==> config.mk <==
export PLATFORM = sky130hd
export DESIGN_NAME = ssid_hit_generator_flat
export DESIGN_NICKNAME = d
export VERILOG_FILES = /design/src/rtl/ssid_hit_generator_if.sv /design/src/rtl/ssid_hit_generator.sv /design/src/flat_wrapper.sv
export SDC_FILE = /design/constraint.sdc
export NUM_CORES = 1
export LEC_CHECK = 0
export ABC_CLOCK_PERIOD_IN_PS = 6100
export BUFFER_PORTS_ARGS = -buffer_cell sky130_fd_sc_hd__buf_4
export CORE_MARGIN = 1.5
export CORE_UTILIZATION = 50
export CTS_CLUSTER_DIAMETER = 50
export DETAILED_ROUTE_END_ITERATION = 6
export PLACE_DENSITY = 0.73
export SYNTH_ARGS = -nofsm -noshare
export SYNTH_HDL_FRONTEND = slang
export SYNTH_SLANG_ARGS = --single-unit
==> constraint.sdc <==
create_clock -name clock -period 6.1 [get_ports clock]
set_clock_uncertainty 0.15 [all_clocks]
set_input_delay 0.305 -clock clock [delete_from_list [all_inputs] [get_ports clock]]
set_output_delay 0.305 -clock clock [all_outputs]
set_load 0.005 [all_outputs]
==> src/rtl/ssid_hit_generator_if.sv <==
// Output stream of the SSID/hit generator: one item (SSID + hitInfo)
// qualified by newAddress, accepted by the sink with ready.
interface ssid_hit_generator_if #(
  parameter int SSIDBITS  = 8,
  parameter int NCOLS_HLM = 16
);
  logic [SSIDBITS-1:0]  SSID;
  logic [NCOLS_HLM-1:0] hitInfo;
  logic                 newAddress;
  logic                 ready;

  modport master (output SSID, output hitInfo, output newAddress, input ready);
  modport slave  (input SSID, input hitInfo, input newAddress, output ready);
endinterface

==> src/rtl/ssid_hit_generator.sv <==
// SSID/hit word source for the hit-list and hit-count memories.
// Mode 0 sweeps SSID 0..NROWS_HCM-1; mode 1 plays back a runtime-loaded table.
// The item registers are loaded one entry ahead, so a held-high ready
// yields one item per clock.
module ssid_hit_generator #(
  parameter int SSIDBITS   = 8,
  parameter int NCOLS_HLM  = 16,
  parameter int NROWS_HCM  = 256,
  parameter int TABLEDEPTH = 32,
  parameter int IDXBITS    = $clog2(TABLEDEPTH),
  parameter int LENBITS    = $clog2(TABLEDEPTH + 1)
) (
  input  logic                clock,
  input  logic                reset_n,
  input  logic                start,
  input  logic                stop,
  input  logic                mode,
  input  logic                loopForever,
  input  logic [LENBITS-1:0]  numEntries,
  input  logic                tableWrEn,
  input  logic [IDXBITS-1:0]  tableWrAddr,
  input  logic [SSIDBITS-1:0] tableWrData,
  output logic                busy,
  output logic                done,
  ssid_hit_generator_if.master hitBus
);

  localparam int PASSW = NCOLS_HLM - SSIDBITS;
  // index must hold both a sweep SSID and a table length
  localparam int CNTW  = (SSIDBITS > LENBITS) ? SSIDBITS : LENBITS;

  typedef enum logic [1:0] {IDLE, RUN, FINISH} state_t;

  state_t              state, nextState;
  logic [SSIDBITS-1:0] tbl [TABLEDEPTH];
  logic [CNTW-1:0]     index, lastIdx, nextIdx;
  logic [PASSW-1:0]    passCnt, nextPass;
  logic [LENBITS-1:0]  numR, numClamp;
  logic                modeR, loopR, stopReq;
  logic [SSIDBITS-1:0] ssidR, nextSsid, firstSsid;
  logic [NCOLS_HLM-1:0] hitR;
  logic                xfer, isLast, finishNow, emptyStart;

  // Playback table: written only outside RUN, never reset
  always_ff @(posedge clock) begin
    if (tableWrEn && state != RUN && {1'b0, tableWrAddr} < (IDXBITS + 1)'(TABLEDEPTH))
      tbl[tableWrAddr] <= tableWrData;
  end

  // Item sequencing: last-entry detect, next index/pass and next item value
  always_comb begin
    xfer       = (state == RUN) && hitBus.ready;
    lastIdx    = modeR ? (CNTW'(numR) - CNTW'(1)) : CNTW'(NROWS_HCM - 1);
    isLast     = (index == lastIdx);
    // a stop arriving with the transfer counts as already seen
    finishNow  = xfer && (stopReq || stop || (isLast && !loopR));
    nextIdx    = isLast ? '0 : index + CNTW'(1);
    nextPass   = isLast ? passCnt + PASSW'(1) : passCnt;
    nextSsid   = modeR ? tbl[nextIdx[IDXBITS-1:0]] : nextIdx[SSIDBITS-1:0];
    firstSsid  = mode ? tbl[0] : '0;
    // lengths beyond the table would address nonexistent entries
    numClamp   = (numEntries > LENBITS'(TABLEDEPTH)) ? LENBITS'(TABLEDEPTH) : numEntries;
    emptyStart = mode && (numEntries == '0);
  end

  // State register
  always_ff @(posedge clock or negedge reset_n) begin
    if (!reset_n) state <= IDLE;
    else          state <= nextState;
  end

  // Next-state logic
  always_comb begin
    nextState = state;
    case (state)
      IDLE:    if (start) nextState = emptyStart ? FINISH : RUN;
      RUN:     if (finishNow) nextState = FINISH;
      FINISH:  nextState = IDLE;
      default: nextState = IDLE;
    endcase
  end

  // State-decoded outputs
  always_comb begin
    hitBus.newAddress = (state == RUN);
    busy              = (state == RUN);
    done              = (state == FINISH);
  end

  // Run context, item registers and sticky stop request
  always_ff @(posedge clock or negedge reset_n) begin
    if (!reset_n) begin
      modeR   <= 1'b0;
      loopR   <= 1'b0;
      numR    <= '0;
      index   <= '0;
      passCnt <= '0;
      stopReq <= 1'b0;
      ssidR   <= '1;
      hitR    <= '1;
    end else begin
      case (state)
        IDLE: if (start) begin
          modeR   <= mode;
          loopR   <= loopForever;
          numR    <= numClamp;
          index   <= '0;
          passCnt <= '0;
          stopReq <= 1'b0;
          // an empty table emits nothing, so the last item stays visible
          if (!emptyStart) begin
            ssidR <= firstSsid;
            hitR  <= {PASSW'(0), firstSsid};
          end
        end
        RUN: begin
          if (stop) stopReq <= 1'b1;
          // on the finishing transfer the item registers hold their value
          if (xfer && !finishNow) begin
            index   <= nextIdx;
            passCnt <= nextPass;
            ssidR   <= nextSsid;
            hitR    <= {nextPass, nextSsid};
          end
        end
        default: ;
      endcase
    end
  end

  assign hitBus.SSID    = ssidR;
  assign hitBus.hitInfo = hitR;

endmodule

==> src/flat_wrapper.sv <==
// flat-port wrapper written by rule: the top's interface ports become plain ports
module ssid_hit_generator_flat 
#(
  parameter int SSIDBITS   = 8,
  parameter int NCOLS_HLM  = 16,
  parameter int NROWS_HCM  = 256,
  parameter int TABLEDEPTH = 32,
  parameter int IDXBITS    = $clog2(TABLEDEPTH),
  parameter int LENBITS    = $clog2(TABLEDEPTH + 1)
)
  (clock, reset_n, start, stop, mode, loopForever, numEntries, tableWrEn, tableWrAddr, tableWrData, busy, done, hitBus_SSID, hitBus_hitInfo, hitBus_newAddress, hitBus_ready);
  ssid_hit_generator_if #(.SSIDBITS(SSIDBITS), .NCOLS_HLM(NCOLS_HLM)) hitBus_i ();
  input  logic clock;
  input  logic reset_n;
  input  logic start;
  input  logic stop;
  input  logic mode;
  input  logic loopForever;
  input  logic [LENBITS-1:0] numEntries;
  input  logic tableWrEn;
  input  logic [IDXBITS-1:0] tableWrAddr;
  input  logic [SSIDBITS-1:0] tableWrData;
  output logic busy;
  output logic done;
  output wire logic [$bits(hitBus_i.SSID)-1:0] hitBus_SSID;
  output wire logic [$bits(hitBus_i.hitInfo)-1:0] hitBus_hitInfo;
  output wire logic [$bits(hitBus_i.newAddress)-1:0] hitBus_newAddress;
  input wire logic [$bits(hitBus_i.ready)-1:0] hitBus_ready;
  assign hitBus_SSID = hitBus_i.SSID;
  assign hitBus_hitInfo = hitBus_i.hitInfo;
  assign hitBus_newAddress = hitBus_i.newAddress;
  assign hitBus_i.ready = hitBus_ready;
  ssid_hit_generator #(.SSIDBITS(SSIDBITS), .NCOLS_HLM(NCOLS_HLM), .NROWS_HCM(NROWS_HCM), .TABLEDEPTH(TABLEDEPTH), .IDXBITS(IDXBITS), .LENBITS(LENBITS)) u_core (.clock(clock), .reset_n(reset_n), .start(start), .stop(stop), .mode(mode), .loopForever(loopForever), .numEntries(numEntries), .tableWrEn(tableWrEn), .tableWrAddr(tableWrAddr), .tableWrData(tableWrData), .busy(busy), .done(done), .hitBus(hitBus_i));
endmodule
==> flow_metrics.py <==
metrics = {
    "global_route": {
        "grt_max_degree": 48,
        "grt_use_total": 0.256,
        "grt_pass1_wl_um": 50700,
        "grt_pass1_vias": 8349,
        "gr-total-overflow": 0,
        "antenna_found_initial": 0,
    },
    "clock_tree": {
        "numCtsBuffers": 35,
        "cts_root_buffer": "clkbuf_16",
        "postCtsResizedCells": 0,
        "clock_latency_ns": 0.52,
        "ctsHoldBuffers": 11,
        "clock_sinks": 299,
        "cts_tree": "yes",
        "clk_pin_slew_ns": 0.06,
        "h-tree-depth": 2,
        "cts_setup_buffers": 0,
        "cts_buffer_depth": 3,
    },
    "pwr": {
        "combPwrFrac": 0.295,
        "ir_worst_vdd_uv": 287,
        "powerDensity_nw_per_um2": 425,
        "p_sw_uw": 2170,
        "p_clk_frac": 0.313,
        "total_power_uw": 6360,
        "p_leak_uw": 0.00497,
        "p_int_uw": 4200,
        "seqPwrFrac": 0.392,
        "switching_share": 0.341,
    },
    "min_path": {
        "holdPathEnd": "u_core.modeR",
        "hp-class": "in2reg",
        "min_from": "mode",
        "whs_path_depth": 2,
    },
    "finish": {
        "diodes": 0,
        "drive_gt1_frac": 0.203,
        "finish.utilization": 0.576,
        "finalInstanceArea_um2": 15000,
        "layout.filler_cells": 2023,
        "nNetsFinal": 995,
        "area_delta_synth_final_pct": 13.7,
    },
    "synth": {
        "ys_ff_latch": 299,
        "async_reset_ff_frac": 0.144,
        "synth.distinct_cells": 80,
        "synth.most_common_cell": "edfxtp_1",
        "yosys_warnings": 0,
        "syn_area_per_cell_um2": 14.4,
        "synthFlopType": "edfxtp_1",
        "yosysTopAreaCellShare": 0.584,
        "synth_nets": 947,
        "yosysSeqAreaShare": 0.667,
        "synth.top_cells.by_count": "edfxtp_1, nand2_1, nor2_1, o21ai_0, mux4_2",
        "synth_area_leaders": "edfxtp_1, mux4_2, dfrtp_1",
        "synth_enable_flop_cells": 256,
        "synth_area_leader_cell": "edfxtp_1",
        "syn_area_um2": 13200,
        "synthCells": 917,
    },
    "placed_design": {
        "gp_congestion": 0.929,
        "place_area_um2": 13800,
        "io_buffers": 53,
        "dp_hpwl_um": 20800,
    },
    "route": {
        "drtIter0Drc": 1005,
        "viasPerCell": 6.43,
        "drt_first_pass_iters": 5,
        "wirelength_um": 33900,
        "drt.antenna.violating_nets": 0,
        "drc": 0,
        "num_vias": 8500,
        "wl_per_cell_um": 25.6,
    },
    "worst_setup_path": {
        "crit_family": "compound AO/OA/AOI/OAI gates",
        "worst_ep_required_time_ns": 6.31,
        "start_kind": "register",
        "critPathMaxFanout": 26,
        "reg2reg_to": "u_core.index[0]",
        "r2r_slack_ns": 1.75,
        "slowest_stage": "dfrtp_1",
        "end_kind": "register",
        "cp.arrival_ns": 4.56,
        "slowest_delay_ns": 0.88,
        "crit_path_cell_trace": "inv_1 > nor3_1 > xnor2_1 > or3_4 > o41a_4 > a21boi_2 > nand2b_1 > o21ai_0",
        "worst-path-buf-inv": 1,
        "r2r_start": "u_core.modeR",
        "path_class": "reg2reg",
        "reg2reg_depth": 8,
    },
    "timing": {
        "hold_ws_ns": 0.0448,
        "drv_slew": 0,
        "setup_viol": 0,
        "rsz0062_at_grt": "no",
        "worst_pin_slew_ns": 1.25,
        "min_period_ns": 4.35,
        "tns_ns": 0,
        "period_share": 0.713,
        "hold_viol": 0,
        "relSlewSlack": 0.165,
        "timing.fmax_mhz": 230,
    },
    "die": {
        "die_y_um": 165,
        "rows": 59,
        "start_util": 0.507,
        "die_area_um2": 27300,
        "core-area_um2": 26000,
        "io_pins": 54,
        "die_width_um": 165,
    },
    "run": {
        "maxCapViolCount": 0,
    },
    "run_status": {
        "status": "completed",
    },
}
[stage by stage]
| step | std cells | setup slack (ns) |
|---|---|---|
| global placement | 1252 | 1.87 |
| CTS | 1322 | 1.88 |
| global route | 1322 | 1.53 |
| detailed placement | 1252 | 1.90 |
| floorplan | 917 | 2.97 |
| finish | 1322 | 1.75 |
[metal layers]
metal | GRT usage | routed length [um] | share of wire
met5 | 0 | 0 | 0
met4 | 0.0816 | 820 | 0.024
met3 | 0.0504 | 3250 | 0.096
met2 | 0.397 | 15700 | 0.46
met1 | 0.365 | 14100 | 0.42
[cells by family (layout without fill, tap and decap cells)]
group	after synthesis	count (layout)	synth area share
DFF	299	299	0.667
and+or+nand+nor	249	249	0.0920
AOI/OAI and AO/OA	200	200	0.105
buffers and inverters	73	143	0.0264
muxes	72	72	0.0930
xor gates and xnor gates	21	21	0.0140
adders and majority gates	3	3	0.00285
[registers in the layout, indices dropped and copies added, names as in the netlist]
| name | count |
|---|---|
| u_core.tbl | 256 |
| u_core.modeR | 1 |
| u_core.hitBus.hitInfo | 16 |
| u_core.passCnt | 8 |
| u_core.index | 8 |
| u_core.state | 2 |
| u_core.loopR | 1 |
| u_core.numR | 6 |
| u_core.stopReq | 1 |
[worst max-delay path by stage]
stage               depth (start not counted)                 to      startpoint
floorplan                                  11  u_core.passCnt[5]  u_core.numR[0]
global placement                            8    u_core.index[0]    u_core.modeR
detailed placement                          8    u_core.index[0]    u_core.modeR
CTS                                         8    u_core.index[0]    u_core.modeR
global route                                8    u_core.index[0]    u_core.modeR
finish                                      8    u_core.index[0]    u_core.modeR
[power groups by stage]
stage	sequential [uW]	clock, uW	combinational, uW
after floorplan	2430	0	1330
after global placement	2530	0	1830
after detailed placement	2530	0	1840
after CTS	2490	2010	1850
after global routing	2510	2080	2010
final	2500	1990	1880
[area by class of cell]
type                            instances  area, um^2  area share
Multi-Input combinational cell        545        4060       0.271
Tap cell                              335         419      0.0280
Sequential cell                       299        8790       0.587
Clock inverter                         18         179      0.0119
Clock buffer                           41         908      0.0607
Timing Repair Buffer                   75         591      0.0394
Inverter                                9        33.8     0.00226
[worst register-to-register path, cell delays in order, from the launching register on]
cell and delay, ns:
dfrtp_1 0.88, inv_1 0.38, nor3_1 0.46, xnor2_1 0.18
or3_4 0.57, o41a_4 0.56, a21boi_2 0.66, nand2b_1 0.26
o21ai_0 0.10
[cell usage in the layout (no fill, tap or decap), drive strengths merged, types with 6 or more instances in the layout]
master / synthesis / final
edfxtp: 256 / 256
nand2: 82 / 82
nor2: 67 / 67
buf: 32 / 64
o21ai: 56 / 56
clkbuf: 32 / 41
mux4: 39 / 39
a21oi: 37 / 37
dfrtp: 27 / 27
nand3: 26 / 26
mux2i: 20 / 20
nor3: 17 / 17
dfstp: 16 / 16
xnor2: 15 / 15
mux2: 13 / 13
inv: 8 / 13
nand2b: 12 / 12
dlygate4sd3: 0 / 11
a31oi: 10 / 10
o31ai: 10 / 10
clkinv: 1 / 10
and3: 7 / 7
a211oi: 7 / 7
o211ai: 7 / 7
nand3b: 6 / 6
or3: 6 / 6
xor2: 6 / 6
o311ai: 6 / 6
(Power assumes the default switching activity.)
